**src/rtl/pwm_multimode_core.sv**
```systemverilog
// pwm_multimode_core: multi-channel edge/center-aligned PWM with shadowed period/duty/mode and one shared prescaler.
// Optional complementary outputs with dead-time insertion are built when PWM_DEADTIME_EN is defined.
module pwm_multimode_core #(
  parameter int NUM_CHANNELS    = 4,
  parameter int REG_WIDTH       = 16,
  parameter int PRESCALER_WIDTH = 16,
  parameter int DEAD_TIME_WIDTH = 8,
  localparam int WDATA_WIDTH    = (REG_WIDTH > PRESCALER_WIDTH) ? REG_WIDTH : PRESCALER_WIDTH
) (
  input  logic                    clk,
  input  logic                    rst,
  input  logic                    i_enable,
  input  logic                    i_cfg_we,
  input  logic [3:0]              i_cfg_ch,
  input  logic [1:0]              i_cfg_sel,
  input  logic [WDATA_WIDTH-1:0]  i_cfg_wdata,
  output logic [NUM_CHANNELS-1:0] o_pwm_out,
`ifdef PWM_DEADTIME_EN
  output logic [NUM_CHANNELS-1:0] o_pwm_out_n,
`endif
  output logic [NUM_CHANNELS-1:0] o_period_end,
  output logic [NUM_CHANNELS-1:0] o_pending
);

  localparam logic [PRESCALER_WIDTH-1:0] PRE_ONE  = {{(PRESCALER_WIDTH-1){1'b0}}, 1'b1};
  localparam logic [REG_WIDTH-1:0]       CNT_ONE  = {{(REG_WIDTH-1){1'b0}}, 1'b1};
  localparam logic                       DIR_UP   = 1'b0;
  localparam logic                       DIR_DOWN = 1'b1;

  logic [PRESCALER_WIDTH-1:0] r_pre_cnt;
  logic [PRESCALER_WIDTH-1:0] r_pre_active;
  logic [PRESCALER_WIDTH-1:0] r_pre_shadow;
  logic                       w_tick;
  logic                       w_pre_wr;

`ifdef PWM_DEADTIME_EN
  logic [DEAD_TIME_WIDTH-1:0] r_dt_active;
  logic [DEAD_TIME_WIDTH-1:0] r_dt_shadow;
  logic                       w_dt_wr;

  assign w_dt_wr  = i_cfg_we && (i_cfg_sel == 2'd3) && (i_cfg_ch == 4'd15);
  assign w_pre_wr = i_cfg_we && (i_cfg_sel == 2'd3) && (i_cfg_ch != 4'd15);
`else
  assign w_pre_wr = i_cfg_we && (i_cfg_sel == 2'd3);
`endif

  assign w_tick = i_enable && (r_pre_cnt == r_pre_active);

  // Shared prescaler; global shadows are taken on every tick and continuously while idle.
  always_ff @(posedge clk) begin
    if (rst) begin
      r_pre_cnt    <= '0;
      r_pre_active <= '0;
      r_pre_shadow <= '0;
`ifdef PWM_DEADTIME_EN
      r_dt_active  <= '0;
      r_dt_shadow  <= '0;
`endif
    end else begin
      if (w_pre_wr) begin
        r_pre_shadow <= i_cfg_wdata[PRESCALER_WIDTH-1:0];
      end
      if (!i_enable || w_tick) begin
        r_pre_cnt    <= '0;
        r_pre_active <= r_pre_shadow;
      end else begin
        r_pre_cnt    <= r_pre_cnt + PRE_ONE;
      end
`ifdef PWM_DEADTIME_EN
      if (w_dt_wr) begin
        r_dt_shadow <= i_cfg_wdata[DEAD_TIME_WIDTH-1:0];
      end
      if (!i_enable || w_tick) begin
        r_dt_active <= r_dt_shadow;
      end
`endif
    end
  end

  for (genvar g = 0; g < NUM_CHANNELS; g++) begin : g_ch
    logic [REG_WIDTH-1:0] r_period_sh, r_duty_sh, r_period_a, r_duty_a, r_cnt;
    logic [REG_WIDTH-1:0] w_step_cnt, w_cnt_next;
    logic [1:0]           r_mode_sh, r_mode_a;
    logic                 r_dir, w_step_dir, w_dir_next, w_boundary, w_restart;
    logic                 w_raw, w_wr_hit, r_pwm, r_period_end, r_pending;

    assign w_wr_hit = i_cfg_we && (i_cfg_sel != 2'd3) && (i_cfg_ch == 4'(g));
    assign w_raw    = (r_cnt < r_duty_a);

    // Counter step for the active mode; center mode walks up to period and back, boundary at 0 going down.
    always_comb begin
      w_boundary = 1'b0;
      w_step_cnt = r_cnt;
      w_step_dir = r_dir;
      if (!w_tick) begin
        w_boundary = 1'b0;
      end else if (!r_mode_a[0]) begin
        if (r_cnt == r_period_a) begin
          w_boundary = 1'b1;
          w_step_cnt = '0;
        end else begin
          w_step_cnt = r_cnt + CNT_ONE;
        end
      end else if (r_period_a == '0) begin
        w_boundary = 1'b1;
        w_step_cnt = '0;
        w_step_dir = DIR_UP;
      end else if (r_dir == DIR_UP) begin
        if (r_cnt == r_period_a) begin
          w_step_dir = DIR_DOWN;
          w_step_cnt = r_cnt - CNT_ONE;
        end else begin
          w_step_cnt = r_cnt + CNT_ONE;
        end
      end else begin
        if (r_cnt == '0) begin
          w_boundary = 1'b1;
          w_step_dir = DIR_UP;
          w_step_cnt = CNT_ONE;
        end else begin
          w_step_cnt = r_cnt - CNT_ONE;
        end
      end
    end

    // A new mode or a zero period restarts the count from 0, direction up.
    assign w_restart  = w_boundary && ((r_mode_sh != r_mode_a) || (r_period_sh == '0));
    assign w_cnt_next = w_restart ? '0 : w_step_cnt;
    assign w_dir_next = w_restart ? DIR_UP : w_step_dir;

    // Shadow writes, boundary loads and the per-channel counter.
    always_ff @(posedge clk) begin
      if (rst) begin
        r_period_sh  <= '0;
        r_duty_sh    <= '0;
        r_mode_sh    <= 2'd0;
        r_period_a   <= '0;
        r_duty_a     <= '0;
        r_mode_a     <= 2'd0;
        r_cnt        <= '0;
        r_dir        <= DIR_UP;
        r_pending    <= 1'b0;
        r_period_end <= 1'b0;
      end else begin
        if (w_wr_hit) begin
          case (i_cfg_sel)
            2'd0:    r_period_sh <= i_cfg_wdata[REG_WIDTH-1:0];
            2'd1:    r_duty_sh   <= i_cfg_wdata[REG_WIDTH-1:0];
            2'd2:    r_mode_sh   <= i_cfg_wdata[1:0];
            default: r_mode_sh   <= r_mode_sh;
          endcase
        end
        if (!i_enable) begin
          r_period_a   <= r_period_sh;
          r_duty_a     <= r_duty_sh;
          r_mode_a     <= r_mode_sh;
          r_cnt        <= '0;
          r_dir        <= DIR_UP;
          r_pending    <= 1'b0;
          r_period_end <= 1'b0;
        end else begin
          r_cnt        <= w_cnt_next;
          r_dir        <= w_dir_next;
          r_period_end <= w_boundary;
          r_pending    <= w_wr_hit || (r_pending && !w_boundary);
          if (w_boundary) begin
            r_period_a <= r_period_sh;
            r_duty_a   <= r_duty_sh;
            r_mode_a   <= r_mode_sh;
          end
        end
      end
    end

`ifdef PWM_DEADTIME_EN
    localparam logic [DEAD_TIME_WIDTH-1:0] DT_ONE = {{(DEAD_TIME_WIDTH-1){1'b0}}, 1'b1};
    logic [DEAD_TIME_WIDTH-1:0] r_dt_cnt, w_dt_next;
    logic                       r_raw_q, r_pwm_n;

    // Every raw edge restarts the gap, so a pulse shorter than the dead time never reaches a pin.
    always_comb begin
      if (w_raw != r_raw_q) begin
        w_dt_next = r_dt_active;
      end else if (r_dt_cnt != '0) begin
        w_dt_next = r_dt_cnt - DT_ONE;
      end else begin
        w_dt_next = '0;
      end
    end

    // Complementary pin pair; both sit at the inactive (invert) level during a gap or while idle.
    always_ff @(posedge clk) begin
      if (rst) begin
        r_dt_cnt <= '0;
        r_raw_q  <= 1'b0;
        r_pwm    <= 1'b0;
        r_pwm_n  <= 1'b0;
      end else if (!i_enable) begin
        r_dt_cnt <= '0;
        r_raw_q  <= 1'b0;
        r_pwm    <= r_mode_a[1];
        r_pwm_n  <= r_mode_a[1];
      end else begin
        r_dt_cnt <= w_dt_next;
        r_raw_q  <= w_raw;
        if (w_dt_next != '0) begin
          r_pwm   <= r_mode_a[1];
          r_pwm_n <= r_mode_a[1];
        end else begin
          r_pwm   <= w_raw ^ r_mode_a[1];
          r_pwm_n <= ~w_raw ^ r_mode_a[1];
        end
      end
    end

    assign o_pwm_out_n[g] = r_pwm_n;
`else
    // Pin drive, one cycle behind the counter; inactive (invert) level while idle.
    always_ff @(posedge clk) begin
      if (rst) begin
        r_pwm <= 1'b0;
      end else if (!i_enable) begin
        r_pwm <= r_mode_a[1];
      end else begin
        r_pwm <= w_raw ^ r_mode_a[1];
      end
    end
`endif

    assign o_pwm_out[g]    = r_pwm;
    assign o_period_end[g] = r_period_end;
    assign o_pending[g]    = r_pending;
  end

endmodule

```
**config.mk**
```make
export PLATFORM = sky130hd
export DESIGN_NAME = pwm_multimode_core
export DESIGN_NICKNAME = d
export VERILOG_FILES = /design/src/rtl/pwm_multimode_core.sv
export SDC_FILE = /design/constraint.sdc
export NUM_CORES = 1
export LEC_CHECK = 0
export BUFFER_PORTS_ARGS = -buffer_cell sky130_fd_sc_hd__buf_2
export CELL_PAD_IN_SITES_DETAIL_PLACEMENT = 1
export CELL_PAD_IN_SITES_GLOBAL_PLACEMENT = 1
export CORE_MARGIN = 5
export CORE_UTILIZATION = 52
export DETAILED_ROUTE_END_ITERATION = 10
export GPL_ROUTABILITY_DRIVEN = 0
export HOLD_SLACK_MARGIN = 0.1
export PLACE_DENSITY = 0.95
export SYNTH_ARGS = -nofsm -noshare
export SYNTH_HDL_FRONTEND = slang
export SYNTH_SLANG_ARGS = --single-unit
```
**constraint.sdc**
```tcl
create_clock -name clk -period 7.55 [get_ports clk]
set_input_delay 0.3775 -clock clk [delete_from_list [all_inputs] [get_ports clk]]
set_output_delay 0.3775 -clock clk [all_outputs]
set_load 0.005 [all_outputs]
```
* Word-level counts from Yosys, hierarchy flattened
Cells that the tools add are included.
** Word-level totals
- Flip-flop bits (word level) :: 400
- Output and inout port bits :: 12
- Logic and storage cells :: 238
** Operators by class
- Add/subtract/negate cells :: 9
- Magnitude comparators :: 4
- Equality and inequality tests :: 20
- Muxes and demuxes :: 88
- Bitwise logic cells :: 5
- Reduce and logical (&&, ||, !) cells :: 65
** Operators with widths (count)
- two-way mux 16 bit :: 40
- logical NOT 16 bit :: 12
- adder 16 x 1 -> 16 bit, second input constant :: 5
- == test 16 bit :: 5
- < comparator 16 bit :: 4
- subtractor 16 x 1 -> 16 bit, second input constant :: 4
- two-way mux 1 bit :: 40
- AND reduction 2 bit :: 16
- two-way mux 2 bit :: 8
- logical AND 1 bit :: 15
- OR reduction 3 bit :: 4
- logical OR 1 bit :: 9
- == test 4 x 2 -> 1 bit, second input constant :: 2
- != test 2 x 1 -> 1 bit, second input constant :: 4
- != test 2 bit :: 4
- logical NOT 1 bit :: 5
- == test 2 bit, second input constant :: 2
- == test 4 x 1 -> 1 bit, second input constant :: 1
- logical NOT 4 bit :: 1
- OR reduction 2 bit :: 2
- bitwise XOR 1 bit :: 4
- == test 2 x 1 -> 1 bit, second input constant :: 1
- logical NOT 2 bit :: 1
- != test 2 bit, second input constant :: 1
- NOT 1 bit :: 1

* Depth between registers and ports, before layout
Gate-level depths: netlist of run 1.
- Depth in word-level cells :: 9
- Gate-level depth with buffers :: 13
- Mapped depth without buffers :: 9

* Least setup slack after synthesis of run 1
Ideal clock, no wire load.
- Kind :: register to register
- Start point :: register g_ch[1].r_cnt[0]
- End point :: register g_ch[1].r_duty_a[10]
- Library setup time :: 0.128 ns
- Arrival :: 2.446 ns
- Data required time :: 7.422 ns
- Path slack :: 4.976 ns
- Cell stages (with the launch flop) :: 14
- Buffers on the path :: 4
- Clock period less this slack :: 2.574 ns
- Cell sequence :: dfxtp_1 buf_2 inv_1 ha_1 nor4b_4 nand4b_2 or2_1 nor2b_2 buf_6 o31ai_4 buf_6 buf_12 mux2i_1 nor2_1
** Between the ends
- Longest elaborated chain between the ends :: 7
- Elaborated cells on any way between the ends :: 9
- Classes of those cells :: eq/ne: 2; mux: 6; reduce/logical: 1
** Ends and longest elaborated chain
- from (decl) :: line 81 : logic [REG_WIDTH-1:0] r_period_sh, r_duty_sh, r_period_a, r_duty_a, r_cnt;
- from (signal assigned) :: line 162 : r_cnt <= w_cnt_next;
- logical NOT 16 bit :: line 116 : if (r_cnt == '0) begin
- two-way mux 1 bit :: line 116
- two-way mux 1 bit :: line 108 : end else if (r_dir == DIR_UP) begin
- two-way mux 1 bit :: line 104 : end else if (r_period_a == '0) begin
- two-way mux 1 bit * :: line 97 : end else if (!r_mode_a[0]) begin
- two-way mux 1 bit * :: line 95 : if (!w_tick) begin
- != test 2 x 1 -> 1 bit (no line) *
- to (signal assigned) :: line 155 : r_duty_a <= r_duty_sh;
- to (signal assigned) :: line 168 : r_duty_a <= r_duty_sh;
- to (decl) :: line 81
Every way passes the cells marked *; elsewhere a longest branch is shown, timed or not.
A chain may end at the register's enable or synchronous reset.

* Final worst setup path of run 1
- Start point :: register r_pre_active[1]
- End point :: register g_ch[2].r_period_a[13]
** Between the ends
- Longest elaborated chain between the ends :: 4
** Ends and longest elaborated chain
- from (decl) :: line 31 : logic [PRESCALER_WIDTH-1:0] r_pre_active;
- from (signal assigned) :: line 65 : r_pre_active <= r_pre_shadow;
- == test 16 bit :: line 47 : assign w_tick = i_enable && (r_pre_cnt == r_pre_active);
- logical AND 1 bit :: line 47
- two-way mux 1 bit :: line 95
- != test 2 x 1 -> 1 bit (no line)
- to (signal assigned) :: line 154 : r_period_a <= r_period_sh;
- to (signal assigned) :: line 167 : r_period_a <= r_period_sh;
- to (decl) :: line 81
Every way passes these cells.

==> results.txt, run 1 <==
38 I/O pins were placed. Row generation in the floorplan step produced 73 rows. STA classifies the critical path startpoint as a register.

The maximum number of pins on one net before global-route repair came out at 156. The final clock period utilization by the worst path is 0.6500. In this run the most critical hold path is launched from i_cfg_wdata[14]. The final-report setup violation count was 0; the detailed-route via count was 19830. After floorplanning, the core was sized to cover 0.03955 mm².

Largest area contributor in the synthesized netlist: sky130_fd_sc_hd__dfxtp_1. The run gives 4 as the number of antenna violations at the first check in global routing. The first detailed-routing pass took 6 iterations. The run gives 0 as the synthesis warning total.

Clock latency at the later pin of the worst-skew pair: 0.57 ns. The number of synthesized register bits was 400. The number of enable flip-flop cells after synthesis was 0; the post-synthesis cell area was 0.02065 mm².

The tightest min-delay check is of the in -> reg type. TritonCTS built the clock tree. The worst register-to-register path ends at g_ch[2].r_period_a[13]$_SDFFE_PP0P_. The async set-or-reset flop fraction in the synthesized netlist was 0; the count of cells resized by post-cts repair was 0. On the final layout, the worst clock skew is 0.02122 ns.

The fraction of power consumed by sequential logic is 0.434, and the setup slack after placement is 3.189 ns. The count of final max-slew check failures is 0. Final setup TNS: 0 ns. The combinational power share is 0.127, and the mean cell area of the mapped netlist is 8.326 µm².

The overall track demand over capacity in global routing was 0.3464. The worst hold path terminates at g_ch[0].r_duty_sh[14]$_SDFFE_PP0P_. Summing all flip-flop and latch instances after layout gives 0.008008 mm². Category of the critical setup timing path: reg -> reg.

Startpoint of the lowest-slack register-to-register path: r_pre_active[1]$_SDFFE_PP0P_. Leakage power summed over all cells: 8.850 nW. Via count of the first global-routing pass: 21540. The endpoint type of the worst setup path was a register. The logs give 0.3878 for the sequential cell area fraction in the yosys report and 82 for the distinct cell type count of the synthesized netlist.

The worst setup slack after layout was 2.643 ns. The commonest cells after synthesis are 400 x sky130_fd_sc_hd__dfxtp_1, 309 x sky130_fd_sc_hd__nand2_1, 293 x sky130_fd_sc_hd__nor2_1. The run gives 203.7 µV as the worst voltage drop across the vdd grid.

The synthesized net count came out at 2575. The logs give 203.8 MHz for the highest clock rate and 0 for the number of antenna-violating nets in the routed design. Dividing the detail-routed via count by the number of cells gives 6.760. In this run the tool buffered the top-level ports with 37 buffer cells. The run gives 0 as the leftover overflow at the end of global routing. The wire-length estimate of the detail-placed layout is 46100 µm. For the worst setup path, the data arrival time is 5.29 ns. The clock share of power is 0.439. Setup repair after global routing left no endpoint under its margin. Total area of multi-input combinational cells: 0.01129 mm².

The remaining max-slew budget at the tightest pin came out at 0.1452. Clock tree synthesis inserted a total of 43 buffers. In the post-synthesis netlist, the biggest area contributors are sky130_fd_sc_hd__dfxtp_1 39%, sky130_fd_sc_hd__mux2i_1 9.8%, sky130_fd_sc_hd__nand2_1 5.6%. The fraction of synthesized cell area taken by the top area cell type is 0.3878, and the antenna diode count is 0. The count of filler cells inserted in the layout came out at 4565. For the max-cap check violation count, the log shows 0. The run finished with clean final reports. The proportion of layout cells with a drive suffix above 1 works out to 0.06766. The largest fanout on the critical path is 66, and the switching power as a share of total power is 0.2795. Synthesis produced a netlist whose cell count is 2480. Compared with the post-synthesis result, the final layout area differs by 6.659%. The final number of hold-violating endpoints was 0.

The die outline height came out at 209.3 µm. For the pin with the worst max-slew slack, the measured transition is 1.277 ns. After clock tree synthesis, the clock-pin slew on the worst setup and hold paths is 0.06 ns.

In this run, the number of DRC markers left after iteration 0 of detailed routing was 2138. The tools report the starting density of the core as 0.5221. The tools report the design internal power as 3.570 mW. The most frequent cell after synthesis is sky130_fd_sc_hd__dfxtp_1. Across all register-to-register paths, the minimum setup slack is 2.64 ns. The first global-routing pass estimated 122800 µm of wire. For the number of sinks driven by the clock tree, the log shows 400. The number of buffers between clock root and the deepest sink came out at 3. The final layout contains 2475 nets. The die is 209.3 µm wide. The run gives 2860 as the cell count after placement. The final layout contains routed wiring with a total length of 78890 µm. Hold is met by 0.2627 ns. The root buffer cell chosen for the clock tree is sky130_fd_sc_hd__clkbuf_16. The floorplan step defined a die boundary enclosing 0.04379 mm². The switching power of the nets is 1.384 mW, and the number of remaining DRC errors is 0. At the worst endpoint, the required time is 7.94 ns.

The tools report the number of non-filler instances in the completed layout as 2934. Hold repair after CTS inserted 0 buffers. The worst hold path was traced through 3 stages. Counting cells, the worst reg-to-reg path comes to 8. Prevailing post-synth register cell: sky130_fd_sc_hd__dfxtp_1. Once the clock tree was built, the setup fixing pass inserted 0 buffers.

The final period demand of the worst path was 4.907 ns; the count of H-tree levels built during CTS was 2. Power spread over the standard cell area amounts to 224.9 mW/mm². In the final routed layout, each cell accounts on average for 26.89 µm. The tools report the end-of-flow core utilization as 0.5569.
[metrics by stage]
stage / power, mW / area (µm²)
after floorplan: 2.653 / 20650
after global placement: 2.746 / 20620
after detailed placement: 2.778 / 20620
after CTS: 4.932 / 22020
after global routing: 5.065 / 22020
final: 4.954 / 22020
[critical path, stage by stage, from the launching register on]
cell and delay (ns):
sky130_fd_sc_hd__dfxtp_1 0.35, sky130_fd_sc_hd__xnor2_1 0.39, sky130_fd_sc_hd__nand4_1 0.22, sky130_fd_sc_hd__nor4_2 0.76
sky130_fd_sc_hd__and2_2 0.61, sky130_fd_sc_hd__buf_4 0.71, sky130_fd_sc_hd__a31o_2 1.10, sky130_fd_sc_hd__mux2i_1 0.39
sky130_fd_sc_hd__nor2_1 0.12
[final cells by class]
cell class              count  share of cell area
multi-input cells        1787              0.5126
flip-flops and latches    400              0.3636
clock buffers              57             0.05590
well taps                 525             0.02983
inverters                  97             0.01653
repair buffers             51             0.01363
clock inverters            17            0.007897
[placed cells by master, fill, tap and decap left out, types with 10 or more instances in the layout]
master and count:
sky130_fd_sc_hd__nand3_1 46, sky130_fd_sc_hd__nor3_1 46, sky130_fd_sc_hd__xnor2_1 38, sky130_fd_sc_hd__nand4_1 35, sky130_fd_sc_hd__inv_1 97, sky130_fd_sc_hd__and2_1 10, sky130_fd_sc_hd__and3_1 18, sky130_fd_sc_hd__buf_4 14
sky130_fd_sc_hd__nor2_1 292, sky130_fd_sc_hd__a211oi_1 39, sky130_fd_sc_hd__xor2_1 82, sky130_fd_sc_hd__clkbuf_16 45, sky130_fd_sc_hd__or3_1 16, sky130_fd_sc_hd__o22ai_1 22, sky130_fd_sc_hd__a31oi_1 11, sky130_fd_sc_hd__nand2b_1 27
sky130_fd_sc_hd__a21oi_1 203, sky130_fd_sc_hd__ha_1 69, sky130_fd_sc_hd__dfxtp_1 400, sky130_fd_sc_hd__nand2_1 309, sky130_fd_sc_hd__buf_2 36, sky130_fd_sc_hd__o21ai_0 67, sky130_fd_sc_hd__a21o_1 16, sky130_fd_sc_hd__a221oi_1 13
sky130_fd_sc_hd__mux2i_1 203, sky130_fd_sc_hd__nor4_1 66, sky130_fd_sc_hd__or4_1 14, sky130_fd_sc_hd__a311oi_1 12
[logic make-up after synthesis]
kind of cell,count (synthesis),synth area share
compound gates,458,0.1414
xor+xnor,120,0.05090
fa+ha+maj,69,0.04181
buf+inv,293,0.06665
flops,400,0.3878
mux,210,0.1022
simple gates,930,0.2092
[per-layer routing]
layer	global-route usage	wire (µm)
met4	0.2189	5936
met3	0.07608	7167
met2	0.5816	37060
met5	0	95
met1	0.4008	28620
[registers in the layout, summed over array words and instances, names as in the netlist, 8 cells and up]
signal	cells
g_ch.r_cnt	64
g_ch.r_duty_a	64
g_ch.r_duty_sh	64
g_ch.r_mode_a	8
g_ch.r_mode_sh	8
g_ch.r_period_a	64
g_ch.r_period_sh	64
r_pre_active	16
r_pre_cnt	16
r_pre_shadow	16
[how the worst max path moves through the flow]
| stage | from | depth (start not counted) | end |
|---|---|---|---|
| after floorplan | g_ch[1].r_cnt[0]$_SDFFE_PP0P_ | 13 | g_ch[1].r_duty_a[10]$_SDFFE_PP0P_ |
| after global placement | r_pre_cnt[3]$_SDFF_PP0_ | 8 | g_ch[2].r_duty_a[2]$_SDFFE_PP0P_ |
| after detailed placement | r_pre_active[1]$_SDFFE_PP0P_ | 8 | g_ch[2].r_duty_a[7]$_SDFFE_PP0P_ |
| after CTS | r_pre_active[1]$_SDFFE_PP0P_ | 8 | g_ch[2].r_period_a[13]$_SDFFE_PP0P_ |
| after global routing | r_pre_active[1]$_SDFFE_PP0P_ | 8 | g_ch[2].r_period_a[13]$_SDFFE_PP0P_ |
| final | r_pre_active[1]$_SDFFE_PP0P_ | 8 | g_ch[2].r_period_a[13]$_SDFFE_PP0P_ |
[power groups by stage]
| stage | Sequential [mW] | Combinational [mW] | Clock [mW] |
|---|---|---|---|
| 6_report | 2.15 | 0.631 | 2.17 |
| 5_1_grt | 2.15 | 0.651 | 2.26 |
| 4_1_cts | 2.15 | 0.605 | 2.18 |
| 3_5_place_dp | 2.19 | 0.583 | 0 |
| 3_3_place_gp | 2.19 | 0.552 | 0 |
| 2_1_floorplan | 2.18 | 0.470 | 0 |
Note: power is estimated with default switching activity, not from simulation.
==> run 2: changes to the inputs <==
--- a/config.mk
+++ b/config.mk
@@ -9,11 +9,11 @@
 export CELL_PAD_IN_SITES_DETAIL_PLACEMENT = 1
 export CELL_PAD_IN_SITES_GLOBAL_PLACEMENT = 1
 export CORE_MARGIN = 5
-export CORE_UTILIZATION = 52
+export CORE_UTILIZATION = 44
 export DETAILED_ROUTE_END_ITERATION = 10
 export GPL_ROUTABILITY_DRIVEN = 0
 export HOLD_SLACK_MARGIN = 0.1
-export PLACE_DENSITY = 0.95
+export PLACE_DENSITY = 0.88
 export SYNTH_ARGS = -nofsm -noshare
 export SYNTH_HDL_FRONTEND = slang
 export SYNTH_SLANG_ARGS = --single-unit
==> constraint.sdc (replaced) <==
create_clock -name clk -period 4.1 [get_ports clk]
set_input_delay 0.205 -clock clk [delete_from_list [all_inputs] [get_ports clk]]
set_output_delay 0.205 -clock clk [all_outputs]
set_load 0.005 [all_outputs]
==> results.txt, run 2 (synthesis gave the netlist of run 1 again) <==
The highest clock rate came out at 281.9 MHz (+38%). The tools report the number of detailed-routing iterations run before antenna repair as 5 (-1). The logs give 0.2485 (+0.1033) for the remaining max-slew budget at the tightest pin and 0 (unchanged) for the count of cells resized by post-cts repair. The count of final max-slew check failures was 0 (unchanged); the number of remaining DRC errors was 0 (unchanged). The clock input transition at the sequential cells of the worst setup and hold paths came out at 0.06 ns (about the same). The final-report setup violation count was 0 (unchanged); the largest fanout on the critical path was 34 (-48%). Design internal power: 6.837 mW (+92%). The switching power of the nets was 2.595 mW (+87%).

The most common cell after layout, fill and taps aside was sky130_fd_sc_hd__dfxtp_1. Via count of the first global-routing pass: 19870 (-7.8%). The total number of placement rows came out at 79 (+8.2%). The run gives 2503 (+1.1%) as the post-layout net count.

Setup repair after global routing left no endpoint under its margin. The starting density of the core was 0.4445 (-0.07763); the proportion of layout cells with a drive suffix above 1 was 0.07251 (+0.004848). The worst endpoint required time was 4.52 ns (-3.42 ns). The critical path is of the reg -> reg type. The max-cap check violation count was 0 (unchanged); the post-layout instance area was 0.02253 mm² (+2.3%). The relative area change from synthesis to final layout was 9.089%. The detailed-route via count is 18750 (-5.5%), and the setup slack after placement is 0.8475 ns (-2.341 ns). The tools report the detailed router's first-iteration violation count as 1689 (-21%). The run gives 400 (unchanged) as the number of sinks driven by the clock tree. The class of the tightest hold or removal check was in -> reg. For the floorplan core area, the log shows 0.04646 mm² (+17%).

The ratio of routed vias to standard cells was 6.150 (-9.0%). The routed length per instance was 22.86 µm (-15%). The final setup TNS was 0 ns (unchanged); the switching power as a share of total power was 0.2752 (-0.004304). The leakage power summed over all cells was 9.048 nW (+2.2%). The instance area at placement came out at 0.02079 mm² (+0.85%). STA classifies the critical path endpoint as a register. The leftover overflow at the end of global routing is 0 (unchanged), and the overall track demand over capacity in global routing is 0.2650 (-0.08135). Number of hold-repair buffers added at the cts stage: 16 (+16). Signal arrival time at the worst endpoint: 3.97 ns (-1.32 ns). The count of H-tree levels built during CTS was 2 (unchanged). The slew at the pin with the worst max-slew slack is 1.123 ns (-0.1544 ns), and the buffer count from post-CTS setup fixing is 0 (unchanged).

The run gives 0.460 (+0.021) as the clock share of power. Number of buffers added by the clock tree synthesis step: 44 (+2.3%). The die footprint is 0.05136 mm² (+17%).

The detailed-route wire length is 69720 µm (-12%). Die extent in x: 226.6 µm (+8.3%). Fraction of power consumed by sequential logic: 0.419 (-0.015). The final-layout worst hold slack came out at 0.1255 ns (-0.1372 ns). The half-perimeter wire length after placement was 44690 µm (-3.1%).

The count of input and output buffers came out at 37 (unchanged). Nature of the critical path startpoint: a register. The logs give 0.04765 ns (+0.02643 ns) for the worst clock skew on the final layout and 2953 (+3.3%) for the cell count after placement. Final clock period utilization by the worst path: 0.8653 (+0.2154). The root cell of the clock tree is sky130_fd_sc_hd__clkbuf_16. The run gives 351.6 µV (+73%) as the worst voltage drop across the vdd grid. Final period demand of the worst path: 3.548 ns (-1.359 ns). For the number of top-level design ports, the log shows 38 (unchanged). The number of non-filler instances in the completed layout was 3049 (+3.9%); the maximum number of pins on one net before global-route repair was 149 (-4.5%).

The number of antenna violations at the first check in global routing was 3 (-1). The tools report the final number of hold-violating endpoints as 0 (unchanged). Leaving out fill and tap cells, the most frequent cells in the layout are 400 x sky130_fd_sc_hd__dfxtp_1, 309 x sky130_fd_sc_hd__nand2_1, 293 x sky130_fd_sc_hd__nor2_1, 203 x sky130_fd_sc_hd__mux2i_1, 203 x sky130_fd_sc_hd__a21oi_1. The run gives 0.121 (-0.006) as the combinational power share. The tools report the number of buffers between clock root and the deepest sink as 3 (unchanged). The flow ran to the end, and the final reports show no timing, DRC or antenna violations. The clock latency at the later pin of the worst-skew pair came out at 0.61 ns (+0.04 ns). The global-route wire length before repair is 109600 µm (-11%), and the count of filler cells inserted in the layout is 5462 (+20%).

The die outline height was 226.6 µm (+8.3%). TritonCTS built the clock tree. The number of antenna-violating nets in the routed design is 0 (unchanged), and the power density over the cells is 418.7 mW/mm² (+86%).

The worst setup slack after layout is 0.5521 ns (-2.091 ns).
-- run 2: cell types whose count changed in the layout (fill, tap and decap cells not counted), sizes merged --
cell         delta
buf            +11
dlygate4sd3    +16
clkinvlp        -2
diode           +1
bufinv          +4
inv             +4
clkbuf          -2
clkinv          +1
-- run 2: power groups by stage --
stage | Combinational (mW) | Sequential, mW | Clock, mW
2_1_floorplan | 0.865 | 4.02 | 0
3_5_place_dp | 1.09 | 4.04 | 0
5_1_grt | 1.20 | 3.96 | 4.56
6_report | 1.14 | 3.96 | 4.34
3_3_place_gp | 1.05 | 4.04 | 0
4_1_cts | 1.11 | 3.95 | 4.37
-- run 2: path summary, 6_finish.rpt --
path | slack (ns) | end | depth (start not counted) | start
max | 0.55 | g_ch[0].r_duty_a[4]$_SDFFE_PP0P_ | 8 | g_ch[0].r_cnt[11]$_SDFFE_PP0P_
min | 0.13 | g_ch[3].r_period_a[12]$_SDFFE_PP0P_ | 2 | rst
max reg2reg | 0.55 | g_ch[0].r_duty_a[4]$_SDFFE_PP0P_ | 8 | g_ch[0].r_cnt[11]$_SDFFE_PP0P_
min reg2reg | 0.46 | g_ch[2].r_duty_sh[9]$_SDFFE_PP0P_ | 2 | g_ch[2].r_duty_sh[9]$_SDFFE_PP0P_
-- run 2: per-stage QoR --
stage,util,power [mW]
floorplan,-,4.886
global placement,0.4476,5.085
detailed placement,0.4476,5.129
CTS,0.4848,9.437
global route,0.4848,9.715
finish,0.4849,9.432
-- run 2: final cells by class --
type | count | area, µm² | area share
antenna | 1 | 2.502 | 0.0001111
clock buffer | 55 | 1192 | 0.05294
tap | 607 | 759.5 | 0.03372
sequential | 400 | 8008 | 0.3555
timing repair buffer | 78 | 543.0 | 0.02411
inverter | 97 | 364.1 | 0.01616
multi-input combinational | 1787 | 11280 | 0.5008
clock inverter | 24 | 376.6 | 0.01672
-- run 2: routing by layer --
layer / vias up / wire length, µm / GRT usage
met5: - / 0 / 0
li1: 8484 / - / -
met2: 726 / 34040 / 0.4545
met3: 224 / 4348 / 0.04208
met1: 9318 / 28100 / 0.3288
met4: 0 / 3228 / 0.1184
-- run 2: worst max-delay path, cell delays in order (launching register included) --
cell and delay [ns]:
sky130_fd_sc_hd__dfxtp_1 0.65, sky130_fd_sc_hd__xor2_1 0.15, sky130_fd_sc_hd__nor4_1 0.43, sky130_fd_sc_hd__nand4_1 0.35
sky130_fd_sc_hd__nand2_1 0.55, sky130_fd_sc_hd__a31o_2 0.25, sky130_fd_sc_hd__buf_4 0.51, sky130_fd_sc_hd__mux2i_1 0.32
sky130_fd_sc_hd__nor2_1 0.11
